**src/rtl/sgdmac_desc_ctrl.sv**
```systemverilog
// Scatter-gather descriptor sequencer: walks a linked list of 4-word descriptors
// and issues one copy command per non-empty descriptor to the DMA engine.
module sgdmac_desc_ctrl #(
  parameter int LEN_W = 16,
  parameter int CNT_W = 8
) (
  input  logic             clk,
  input  logic             rst_n,
  input  logic             start_i,
  input  logic [31:0]      start_pointer_i,
  output logic             done_o,
  output logic             rd_req_o,
  output logic [31:0]      rd_addr_o,
  input  logic             rd_gnt_i,
  input  logic             rd_rvalid_i,
  input  logic [31:0]      rd_rdata_i,
  output logic             cmd_valid_o,
  input  logic             cmd_ready_i,
  output logic [31:0]      cmd_src_o,
  output logic [31:0]      cmd_dst_o,
  output logic [LEN_W-1:0] cmd_len_o,
  input  logic             eng_done_i,
  output logic [CNT_W-1:0] desc_cnt_o
);

  typedef enum logic [2:0] {
    IDLE       = 3'd0,
    FETCH_REQ  = 3'd1,
    FETCH_WAIT = 3'd2,
    CMD        = 3'd3,
    XFER_WAIT  = 3'd4,
    NEXT       = 3'd5
  } state_t;

  state_t           state_r, state_nxt_s;
  logic [27:0]      base_r, base_nxt_s;
  logic [1:0]       idx_r, idx_nxt_s;
  logic [CNT_W-1:0] cnt_r, cnt_nxt_s;
  logic             word_wr_s;

  logic [31:0]      src_r, dst_r;
  logic [LEN_W-1:0] len_r;
  logic [27:0]      nxt_base_r;
  logic             eoc_r;

  logic             done_r, rd_req_r, cmd_valid_r;
  logic [31:0]      rd_addr_r;

  // Descriptors are 16-byte aligned, so the low pointer bits carry no information.
  logic unused_s;
  assign unused_s = ^start_pointer_i[3:0];

  // Next-state and datapath update decisions
  always_comb begin
    state_nxt_s = state_r;
    base_nxt_s  = base_r;
    idx_nxt_s   = idx_r;
    cnt_nxt_s   = cnt_r;
    word_wr_s   = 1'b0;
    case (state_r)
      IDLE: begin
        if (start_i) begin
          state_nxt_s = FETCH_REQ;
          base_nxt_s  = start_pointer_i[31:4];
          idx_nxt_s   = 2'd0;
          cnt_nxt_s   = {CNT_W{1'b0}};
        end else begin
          state_nxt_s = IDLE;
        end
      end
      FETCH_REQ: begin
        if (rd_gnt_i) begin
          state_nxt_s = FETCH_WAIT;
        end else begin
          state_nxt_s = FETCH_REQ;
        end
      end
      FETCH_WAIT: begin
        if (rd_rvalid_i) begin
          word_wr_s = 1'b1;
          if (idx_r != 2'd3) begin
            idx_nxt_s   = idx_r + 2'd1;
            state_nxt_s = FETCH_REQ;
          end else if (len_r != {LEN_W{1'b0}}) begin
            state_nxt_s = CMD;
          end else begin
            // Zero-length descriptors are skipped but still counted.
            state_nxt_s = NEXT;
          end
        end else begin
          state_nxt_s = FETCH_WAIT;
        end
      end
      CMD: begin
        if (cmd_ready_i) begin
          state_nxt_s = XFER_WAIT;
        end else begin
          state_nxt_s = CMD;
        end
      end
      XFER_WAIT: begin
        if (eng_done_i) begin
          state_nxt_s = NEXT;
        end else begin
          state_nxt_s = XFER_WAIT;
        end
      end
      NEXT: begin
        cnt_nxt_s = cnt_r + {{(CNT_W-1){1'b0}}, 1'b1};
        if (eoc_r) begin
          state_nxt_s = IDLE;
        end else begin
          state_nxt_s = FETCH_REQ;
          base_nxt_s  = nxt_base_r;
          idx_nxt_s   = 2'd0;
        end
      end
      default: begin
        state_nxt_s = IDLE;
      end
    endcase
  end

  // Sequencer state, chain pointer and descriptor word storage
  always_ff @(posedge clk) begin
    if (!rst_n) begin
      state_r    <= IDLE;
      base_r     <= 28'h0;
      idx_r      <= 2'd0;
      cnt_r      <= {CNT_W{1'b0}};
      src_r      <= 32'h0;
      dst_r      <= 32'h0;
      len_r      <= {LEN_W{1'b0}};
      nxt_base_r <= 28'h0;
      eoc_r      <= 1'b0;
    end else begin
      state_r <= state_nxt_s;
      base_r  <= base_nxt_s;
      idx_r   <= idx_nxt_s;
      cnt_r   <= cnt_nxt_s;
      if (word_wr_s) begin
        case (idx_r)
          2'd0:    src_r <= rd_rdata_i;
          2'd1:    dst_r <= rd_rdata_i;
          2'd2:    len_r <= rd_rdata_i[LEN_W-1:0];
          2'd3: begin
            nxt_base_r <= rd_rdata_i[31:4];
            eoc_r      <= rd_rdata_i[0];
          end
          default: eoc_r <= eoc_r;
        endcase
      end
    end
  end

  // Handshake outputs registered from the state being entered
  always_ff @(posedge clk) begin
    if (!rst_n) begin
      done_r      <= 1'b1;
      rd_req_r    <= 1'b0;
      cmd_valid_r <= 1'b0;
      rd_addr_r   <= 32'h0;
    end else begin
      done_r      <= (state_nxt_s == IDLE);
      rd_req_r    <= (state_nxt_s == FETCH_REQ);
      cmd_valid_r <= (state_nxt_s == CMD);
      if (state_nxt_s == FETCH_REQ) begin
        rd_addr_r <= {base_nxt_s, idx_nxt_s, 2'b00};
      end else begin
        rd_addr_r <= rd_addr_r;
      end
    end
  end

  assign done_o      = done_r;
  assign rd_req_o    = rd_req_r;
  assign rd_addr_o   = rd_addr_r;
  assign cmd_valid_o = cmd_valid_r;
  assign cmd_src_o   = src_r;
  assign cmd_dst_o   = dst_r;
  assign cmd_len_o   = len_r;
  assign desc_cnt_o  = cnt_r;

endmodule

```
**config.mk**
```make
export PLATFORM = sky130hd
export DESIGN_NAME = sgdmac_desc_ctrl
export DESIGN_NICKNAME = d
export VERILOG_FILES = /design/src/rtl/sgdmac_desc_ctrl.sv
export SDC_FILE = /design/constraint.sdc
export NUM_CORES = 1
export LEC_CHECK = 0
export BUFFER_PORTS_ARGS = -buffer_cell sky130_fd_sc_hd__buf_2
export CAP_MARGIN = 10
export CORE_ASPECT_RATIO = 1.1
export CORE_MARGIN = 2
export CORE_UTILIZATION = 47
export CTS_CLUSTER_SIZE = 12
export DETAILED_ROUTE_END_ITERATION = 10
export PLACE_DENSITY_LB_ADDON = 0.1
export SLEW_MARGIN = 25
export SYNTH_ARGS = -nofsm -noshare
export SYNTH_HDL_FRONTEND = slang
export SYNTH_SLANG_ARGS = --single-unit
```
**constraint.sdc**
```tcl
create_clock -name clk -period 1.7 [get_ports clk]
set_input_delay 0.255 -clock clk [delete_from_list [all_inputs] [get_ports clk]]
set_output_delay 0.255 -clock clk [all_outputs]
set_load 0.005 [all_outputs]
```
==> flow_summary_export.csv <==
group,metric,value,unit
run_status,status,"finished with violations",
run_status,violations,"negative setup slack",
finish,layout.nets,1077,
die,die_h,135.1,um
place,pre_cts_ws,-0.2379,ns
finish,layout.cells.most_common,"nand2_1",
grt,overflow,0,
timing,holdWs,0.09312,ns
place,dp_hpwl,13150,um
synthesis,synth.yosys.warnings,0,
synthesis,synth_cell_types,46,
routing,wire_per_inst,15.66,um
place,gp_congestion,0.8803,
synthesis,synthArstFlopShare,0,
synthesis,synth_area,7347,um2
min_path,hp-class,"input pin to flop",
power_and_ir_drop,peakVddDrop,0.7117,mV
power_and_ir_drop,combPwrFrac,0.099,
die,rows,47,
clock_network,cts_root_buf,"clkbuf_16",
timing,fin_ws,-0.2356,ns
power_and_ir_drop,pwr-share-clk,0.456,
place,dp_cells,1181,
finish,syn_to_final_growth,29.60,%
die,start_util,0.4842,
clock_network,clkTransAtPathRegs,0.07,ns
die,die-area,16650,um2
clock_network,cts_buffers,17,
routing,drt_wl_total,18990,um
critical_path,setup.worst_path.end_class,"flop",
synthesis,synth-seq-cells,183,
die,die_w,123.2,um
timing,fin_tns_setup,-6.331,ns
power_and_ir_drop,power.density,1057,nW/um2
timing,fmax,516.6,MHz
routing,drc,0,
synthesis,synthCells,808,
synthesis,synth_edf_count,0,
finish,multi_input_comb_area,3435,um2
synthesis,synth_top_cell_by_area,"dfxtp_1",
timing,setup_viol,30,
finish,final_cell_mix,"246 x nand2_1, 186 x buf_2, 180 x dfxtp_1",
critical_path,cp.required,2.01,ns
synthesis,avgSynthCellArea,9.093,um2
grt,grt_max_degree,105,
critical_path,crit_path_start_kind,"flop",
grt,grtUsageTotal,0.2286,
routing,ant_nets,0,
die,pin_count,194,
timing,rsz0062_at_grt,"true",
timing,finalCritPeriodShare,1.139,
routing,viasPerCell,5.046,
die,core-area,15170,um2
power_and_ir_drop,p_seq_frac,0.445,
finish,fillers,1381,
finish,insertedDiodeCount,0,
routing,first_pass_iters,5,
timing,fin_crit,1.936,ns
synthesis,seq_area_frac_synth,0.4986,
timing,clock_skew,0.005225,ns
timing,slew_violations,0,
critical_path,worstSetupPathType,"flop to flop",
clock_network,ctsHoldBuffers,0,
power_and_ir_drop,netSwitchingPower,2.181,mW
finish,stdcell_count,1213,
synthesis,netlist.area_leader.share,0.4986,
routing,vias,6121,
synthesis,synthTopCellsByArea,"dfxtp_1 50%, nand2_1 13%, a21boi_1 11%",
routing,drt_iter0_drc,374,
finish,register_area,3667,um2
synthesis,synth_flop_cell,"dfxtp_1",
critical_path,worstPathArrival,2.25,ns
critical_path,cp_max_fo,18,
grt,grt_pass1_wl,29700,um
clock_network,cts.sink_count,183,
clock_network,clock_tree.htree_level_count,4,
power_and_ir_drop,sw_frac_of_total,0.2167,
clock_network,clk_latency,0.42,ns
place,portBuffers,187,
timing,finalHoldViolCount,0,
power_and_ir_drop,intPower,7.885,mW
finish,drive_gt1_frac,0.3078,
clock_network,clk_path_buf_depth,2,
finish,fin_util,0.6276,
grt,grt_antenna_before_repair,0,
clock_network,cts_tree,"yes",
flow_run,drv_cap,0,
grt,grt_pass1_vias,5681,
power_and_ir_drop,p_leak,4.145,nW
## power groups by stage
stage          logic (mW)  clock network, mW  registers (mW)
3_3_place_gp        0.975                  0            4.58
6_report            0.997               4.59            4.48
4_1_cts             0.985               4.65            4.48
2_1_floorplan       0.612                  0            4.58
5_1_grt              1.08               4.85            4.49
3_5_place_dp        0.982                  0            4.58
## registers in the layout, summed over array words and instances, names as in the netlist
name and count:
state_r 3, cmd_src_o 32, done_o 1, cmd_dst_o 32, eoc_r 1, cmd_len_o 16
desc_cnt_o 8, rd_addr_o 30, idx_r 2, rd_req_o 1, nxt_base_r 28, base_r 28
cmd_valid_o 1
## worst max-delay path, stage by stage (launching register included)
cell	delay (ns)
dfxtp_2	0.34
nor4_4	0.29
nand4_1	0.27
o21a_1	0.30
nand3_4	0.12
buf_12	0.19
mux2_4	0.31
## cells by family (layout without fill, tap and decap cells)
kind of cell | Yosys count | in the layout | synth area share
AOI/OAI and AO/OA | 184 | 184 | 0.1870
buffers and inverters | 66 | 274 | 0.04377
DFF | 183 | 183 | 0.4986
muxes | 34 | 34 | 0.06557
other | 1 | 2 | 0.0005104
adders and majority gates | 1 | 1 | 0.001703
and+or+nand+nor | 339 | 339 | 0.2028
## what timing repair did
action | 4_1_cts | 5_1_grt
pin swaps | 3 | 3
gates cloned | 0 | 0
setup buffers | 0 | 2
gates resized for setup | 6 | 7
endpoints found under the setup margin | 30 | 51
## metrics by stage
| step | total power, mW | cell area [um2] |
|---|---|---|
| 3_3_place_gp | 5.552 | 8767 |
| 5_1_grt | 10.42 | 9522 |
| 2_1_floorplan | 5.194 | 7357 |
| 3_5_place_dp | 5.561 | 8767 |
| 4_1_cts | 10.12 | 9488 |
| 6_report | 10.07 | 9522 |
## synth_stat cells, types with 2 or more instances
| cell | number |
|---|---|
| clkbuf_1 | 42 |
| buf_12 | 3 |
| a21boi_1 | 108 |
| nand2_1 | 247 |
| nor2_1 | 10 |
| nand3b_1 | 2 |
| and2_1 | 31 |
| inv_1 | 3 |
| buf_4 | 2 |
| nand3_1 | 22 |
| o21ai_0 | 4 |
| nand4_1 | 2 |
| nor2b_1 | 7 |
| nor3_1 | 2 |
| a22oi_1 | 28 |
| a21boi_0 | 31 |
| nor4_1 | 4 |
| buf_1 | 2 |
| mux2i_1 | 5 |
| o21a_1 | 2 |
| a21oi_1 | 3 |
| mux2_4 | 28 |
| dfxtp_1 | 183 |
| buf_2 | 14 |
| a31oi_1 | 2 |
## area by class of cell
class	instances	share of cell area
clock inverter	11	0.02562
clock buffer	20	0.04691
multi-input combinational	560	0.3607
tap	196	0.02576
sequential	183	0.3852
inverter	3	0.001183
timing repair buffer	240	0.1547
## final timing paths
| check | startpoint | to | slack, ns | cells past startpoint |
|---|---|---|---|---|
| setup / recovery | cmd_len_o[15] | rd_addr_o[7] | -0.24 | 6 |
| hold / removal | rd_rdata_i[21] | cmd_dst_o[21] | 0.09 | 3 |
| setup reg to reg | cmd_len_o[15] | rd_addr_o[7] | -0.24 | 6 |
| hold reg to reg | cmd_src_o[8] | cmd_src_o[8] | 0.45 | 2 |
## metal layers
layer	GRT usage	up-vias	routed length (um)
met5	0	-	0
met1	0.3252	2823	9036
met2	0.3324	179	8304
met3	0.07239	22	1371
li1	-	3097	-
met4	0.06439	0	281
Note: power is estimated with default switching activity, not from simulation.
